**src/rtl/cmp_window_counter.sv**
```systemverilog
// Comparator bitstream window counter: synchronizes the comparator decision and counts
// ones over 2^WIN_LOG2 qualified samples, handing each window's count out on valid/ready.
//
// state   | meaning
// --------+-------------------------------------------------------------
// S_IDLE  | not accumulating; accumulator, sample counter, strobe pipe held at 0
// S_ACCUM | counting qualified samples, windows back-to-back
module cmp_window_counter #(
    parameter int WIN_LOG2 = 6,
    parameter int CNT_W    = WIN_LOG2 + 1
) (
    input  logic             i_clk,
    input  logic             i_reset,
    input  logic             i_cmp_out,
    input  logic             i_sample,
    input  logic             i_zero,
    input  logic             i_enable,
    input  logic             i_ready,
    output logic [CNT_W-1:0] o_result,
    output logic             o_valid,
    output logic             o_overrun,
    output logic             o_busy
);

    generate
        if (WIN_LOG2 < 1 || WIN_LOG2 > 10) begin : g_bad_win
            $error("cmp_window_counter: WIN_LOG2 must be 1..10");
        end
        if (CNT_W < WIN_LOG2 + 1) begin : g_bad_cnt
            $error("cmp_window_counter: CNT_W too narrow for a full window");
        end
    endgenerate

    typedef enum logic {
        S_IDLE  = 1'b0,
        S_ACCUM = 1'b1
    } state_t;

    localparam logic [WIN_LOG2-1:0] SCNT_LAST = '1;

    state_t              r_state;
    state_t              w_state_nxt;
    logic                r_cmp_s1;
    logic                r_cmp_s2;
    logic                r_smp_d1;
    logic                r_smp_d2;
    logic [CNT_W-1:0]    r_acc;
    logic [WIN_LOG2-1:0] r_scnt;
    logic [CNT_W-1:0]    r_result;
    logic                r_valid;
    logic                r_overrun;

    logic                w_accum;
    logic                w_abort;
    logic                w_qual;
    logic                w_done;
    logic [CNT_W-1:0]    w_sum;

    assign w_accum = (r_state == S_ACCUM);
    assign w_abort = w_accum & (~i_enable | i_zero);
    // zero suppresses a strobe arriving in the same cycle
    assign w_qual  = r_smp_d2 & w_accum & ~i_zero;
    assign w_done  = w_qual & (r_scnt == SCNT_LAST);
    assign w_sum   = r_acc + {{(CNT_W-1){1'b0}}, r_cmp_s2};

    always_ff @(posedge i_clk) begin
        if (i_reset) begin
            r_state <= S_IDLE;
        end else begin
            r_state <= w_state_nxt;
        end
    end

    always_comb begin
        w_state_nxt = r_state;
        case (r_state)
            S_IDLE:  if (i_enable & ~i_zero) w_state_nxt = S_ACCUM;
            S_ACCUM: if (~i_enable | i_zero) w_state_nxt = S_IDLE;
            default: w_state_nxt = S_IDLE;
        endcase
    end

    always_comb begin
        o_busy = w_accum;
    end

    always_ff @(posedge i_clk) begin
        if (i_reset) begin
            r_cmp_s1 <= 1'b0;
            r_cmp_s2 <= 1'b0;
            r_smp_d1 <= 1'b0;
            r_smp_d2 <= 1'b0;
        end else begin
            r_cmp_s1 <= i_cmp_out;
            r_cmp_s2 <= r_cmp_s1;
            if (w_accum) begin
                r_smp_d1 <= i_sample;
                r_smp_d2 <= r_smp_d1;
            end else begin
                r_smp_d1 <= 1'b0;
                r_smp_d2 <= 1'b0;
            end
        end
    end

    always_ff @(posedge i_clk) begin
        if (i_reset) begin
            r_acc  <= '0;
            r_scnt <= '0;
        end else if (~w_accum || w_abort || w_done) begin
            r_acc  <= '0;
            r_scnt <= '0;
        end else if (w_qual) begin
            r_acc  <= w_sum;
            r_scnt <= r_scnt + WIN_LOG2'(1);
        end
    end

    always_ff @(posedge i_clk) begin
        if (i_reset) begin
            r_result  <= '0;
            r_valid   <= 1'b0;
            r_overrun <= 1'b0;
        end else begin
            if (w_done) begin
                r_result <= w_sum;
                r_valid  <= 1'b1;
            end else if (r_valid & i_ready) begin
                r_valid <= 1'b0;
            end
            // a handshake in the completing cycle consumes the old word, so no overrun
            if (~i_enable) begin
                r_overrun <= 1'b0;
            end else if (w_done & r_valid & ~i_ready) begin
                r_overrun <= 1'b1;
            end
        end
    end

    assign o_result  = r_result;
    assign o_valid   = r_valid;
    assign o_overrun = r_overrun;

endmodule

```
**config.mk**
```make
export PLATFORM = sky130hd
export DESIGN_NAME = cmp_window_counter
export DESIGN_NICKNAME = d
export VERILOG_FILES = /design/src/rtl/cmp_window_counter.sv
export SDC_FILE = /design/constraint.sdc
export NUM_CORES = 1
export LEC_CHECK = 0
export CAP_MARGIN = 20
export CORE_MARGIN = 2
export CORE_UTILIZATION = 55
export CTS_BUF_LIST = sky130_fd_sc_hd__clkbuf_8
export CTS_CLUSTER_SIZE = 40
export DETAILED_ROUTE_END_ITERATION = 8
export PLACE_DENSITY = 0.81
export SLEW_MARGIN = 15
export SYNTH_ARGS = -nofsm -noshare
export SYNTH_HDL_FRONTEND = slang
export SYNTH_SLANG_ARGS = --single-unit
export TNS_END_PERCENT = 100
```
**constraint.sdc**
```tcl
create_clock -name i_clk -period 4.3 [get_ports i_clk]
set_input_delay 1.29 -clock i_clk [delete_from_list [all_inputs] [get_ports i_clk]]
set_output_delay 1.29 -clock i_clk [all_outputs]
set_load 0.1 [all_outputs]
```
==> results.md <==
- Status: completed
- 1st-iter DRT viols: 15
- DRC: 0
- Antenna Violating Nets Remaining: 0
- Resized cells post-CTS: 0
- Congestion Overflow GR: 0
- I/O pins: 17
- Number of synthesized register bits: 27
- VDD IR max: between 200 and 300 µV
- Setup slack, reg-to-reg: 2530 ps
- Worst Reg-to-Reg Cells: 3
- Post-synth cell types: 34
- Largest net degree at the start of global routing: 18
- Startpoint Class: flop
- Wire per inst: roughly 15 µm
- Starting Density: 59.4%
- Crit-path slowest cell: clkdlybuf4s50_1
- CP Launch Point: o_busy
- Leakage: 0.478 nW
- Clk sinks: 27
- Postcts setup bufs: 0
- Layout cells sized above 1: under 10%
- Ant. Diodes: 0
- Core area: about 0.0020 mm²
- Reg clk slew, reported paths: 100 ps
- Worst-Margin Slew: ~1000 ps
- Synth Area per Inst: 9.49 µm²
- First-pass GRT wire length: 4.12 mm
- Mapped Nets: 134
- Cells after Synth: 124
- CTS H-tree depth: 1
- Post-layout power: 0.419 mW
- DP HPWL: 1.72 mm
- Clock tree root driver cell: clkbuf_8
- Slew HR: 34.7%
- Initial antenna violation count: 0
- P&R area growth vs syn: 18.5%
- RR Endpoint: r_acc[5]
- Max clock buf depth: 2
- Vias per cell: about 6
- Crit path depth: 1
- Worst r2r src: o_busy
- Crit path max fanout: 8
- TritonCTS clock tree: built
- Critical path data required time: 3010 ps
- Final period utilization: 75.6%
- Cell Pwr Density: 300 mW/mm²
- Final hold violations: 0
- Number of global-route vias before repair: roughly 950
- Worst Skew: 10.0 ps
- Clock latency on the worst-skew pair: approximately 280 ps
- CP delay by family, top: buffers and inverters
- Die ar.: ~0.0025 mm²
- Critical path buffer and inverter count: 1
- Layout fillers: between 150 and 200
- Row count: 16
- Period minus WS final: 3250 ps
- Max-slew violations: 0
- Hold Path Class: flop to flop
- Type of destination of the critical path: output pin
- Worst Setup EP: o_busy
- TNS Setup: 0 ps
- Critical path data arrival time: a little under 2000 ps
- RD Place Congestion: 0.806
- Max incr delay on CP: 1190 ps
- Final setup violation count: 0
- Cell area after synthesis: 0.00118 mm²
- Cell Chain, Critical Path: clkdlybuf4s50_1
- RSZ-0062 raised after global routing: no
- # hold bufs at CTS: 0
- Vias: 994
- Fmax: 308 MHz
- Die height: 50.3 µm
- Port bufs: 16
- Critical path type: flop to output pin
- Seq/Total Area, Yosys: 45.9%
- Number of max-cap violations: 0
- Gr usage total: 21.4%
- Yosys warnings: 0
- First drt pass iteration count: 4
- Nets: ~150
- Detailed Route WL: 2.41 mm
- Die W: between 50 and 60 µm
- CTS Buf Count: 3
-- sequential cells by signal, indices dropped and copies added (netlist names) --
signal / cells
o_overrun: 1
r_cmp_s2: 1
r_smp_d2: 1
r_scnt: 6
r_cmp_s1: 1
o_result: 7
o_busy: 1
r_smp_d1: 1
r_acc: 7
o_valid: 1
-- cells in the final DEF (no fill, tap or decap), drive strengths merged, types with 2 or more instances in the layout --
master and n:
dfxtp 27, clkdlybuf4s50 16, a21oi 10, nor2 7, or3 6, nand2 6, a31oi 6, nand3 5
o21ai 5, xor2 5, o31ai 5, mux2i 3, nor2b 3, or4 3, a211oi 3, ha 3
clkbuf 3, nand4b 3, nand2b 2, and2 2, a311oi 2, nand4 2, inv 2
-- logic make-up (layout without fill, tap and decap cells) --
group	after synthesis	in the layout	share of synthesized area, %
and+or+nand+nor	45	45	23.6
AOI/OAI and AO/OA	33	33	17.7
muxes	3	3	2.55
buffers and inverters	7	21	2.55
adders and majority gates	3	3	3.19
xor gates and xnor gates	6	6	4.46
DFF	27	27	45.9
-- final cells by class --
cell class	count	area, µm²	area share, %
Clock buffer	3	41.3	2.96
Clock inverter	1	8.76	0.628
Inverter	1	3.75	0.269
Multi-Input combinational cell	90	607	43.5
Sequential cell	27	541	38.7
Tap cell	27	33.8	2.42
Timing Repair Buffer	16	160	11.5
-- routing by layer --
layer,wire length [µm],track usage [%],vias to the layer above
li1,-,-,490
met1,1060,25.8,468
met2,1170,37.3,30
met3,138,3.27,6
met4,41,9.26,0
met5,0,0,-
-- synth_stat cells (all sizes together) --
| library cell | instances | area [µm²] |
|---|---|---|
| clkbuf | 2 | 7.51 |
| nand2b | 2 | 12.5 |
| a21oi | 10 | 50.1 |
| nand4bb | 1 | 11.3 |
| or4 | 3 | 22.5 |
| nand2 | 6 | 22.5 |
| nor2b | 3 | 18.8 |
| nand3 | 5 | 25.0 |
| xor2 | 5 | 43.8 |
| and3 | 1 | 6.26 |
| buf | 4 | 18.8 |
| or3 | 6 | 37.5 |
| a31oi | 6 | 37.5 |
| inv | 1 | 3.75 |
| ha | 3 | 37.5 |
| nor2 | 7 | 26.3 |
| a31o | 1 | 8.76 |
| dfxtp | 27 | 541 |
| o21ba | 1 | 10.0 |
| a211oi | 3 | 22.5 |
| nand4b | 3 | 41.3 |
| o21ai | 5 | 25.0 |
| and4b | 1 | 10.0 |
| a311oi | 2 | 17.5 |
| xnor2 | 1 | 8.76 |
| mux2i | 3 | 30.0 |
| o31ai | 5 | 37.5 |
| nor4 | 1 | 6.26 |
| nor3 | 1 | 5.00 |
| nand3b | 1 | 7.51 |
| and2 | 2 | 12.5 |
| nand4 | 2 | 12.5 |
-- power breakdown --
part           switching (mW)  total, mW  internal, mW
logic                 0.00704     0.0152       0.00819
clock network          0.0829      0.151        0.0680
registers             0.00114      0.252         0.251
total                  0.0911      0.419         0.327
-- metrics by stage --
stage          instance area (µm²)  util (%)  hold slack, ps  instances  setup slack, ps
2_1_floorplan                 1180         -             406        124             1960
3_5_place_dp                  1350      67.9             424        161             1210
6_report                      1400      70.4             455        165             1050
4_1_cts                       1400      70.4             458        165             1040
3_3_place_gp                  1350      67.9             414        161             1280
5_1_grt                       1400      70.4             478        165             1010
-- worst min-delay path by stage --
stage               startpoint        to  cells after the start
finish                r_smp_d1  r_smp_d2                      1
global route          r_cmp_s1  r_cmp_s2                      1
CTS                   r_smp_d1  r_smp_d2                      1
detailed placement    r_smp_d1  r_smp_d2                      1
global placement      r_smp_d1  r_smp_d2                      1
floorplan             r_smp_d1  r_smp_d2                      1
(Power assumes the default switching activity.)
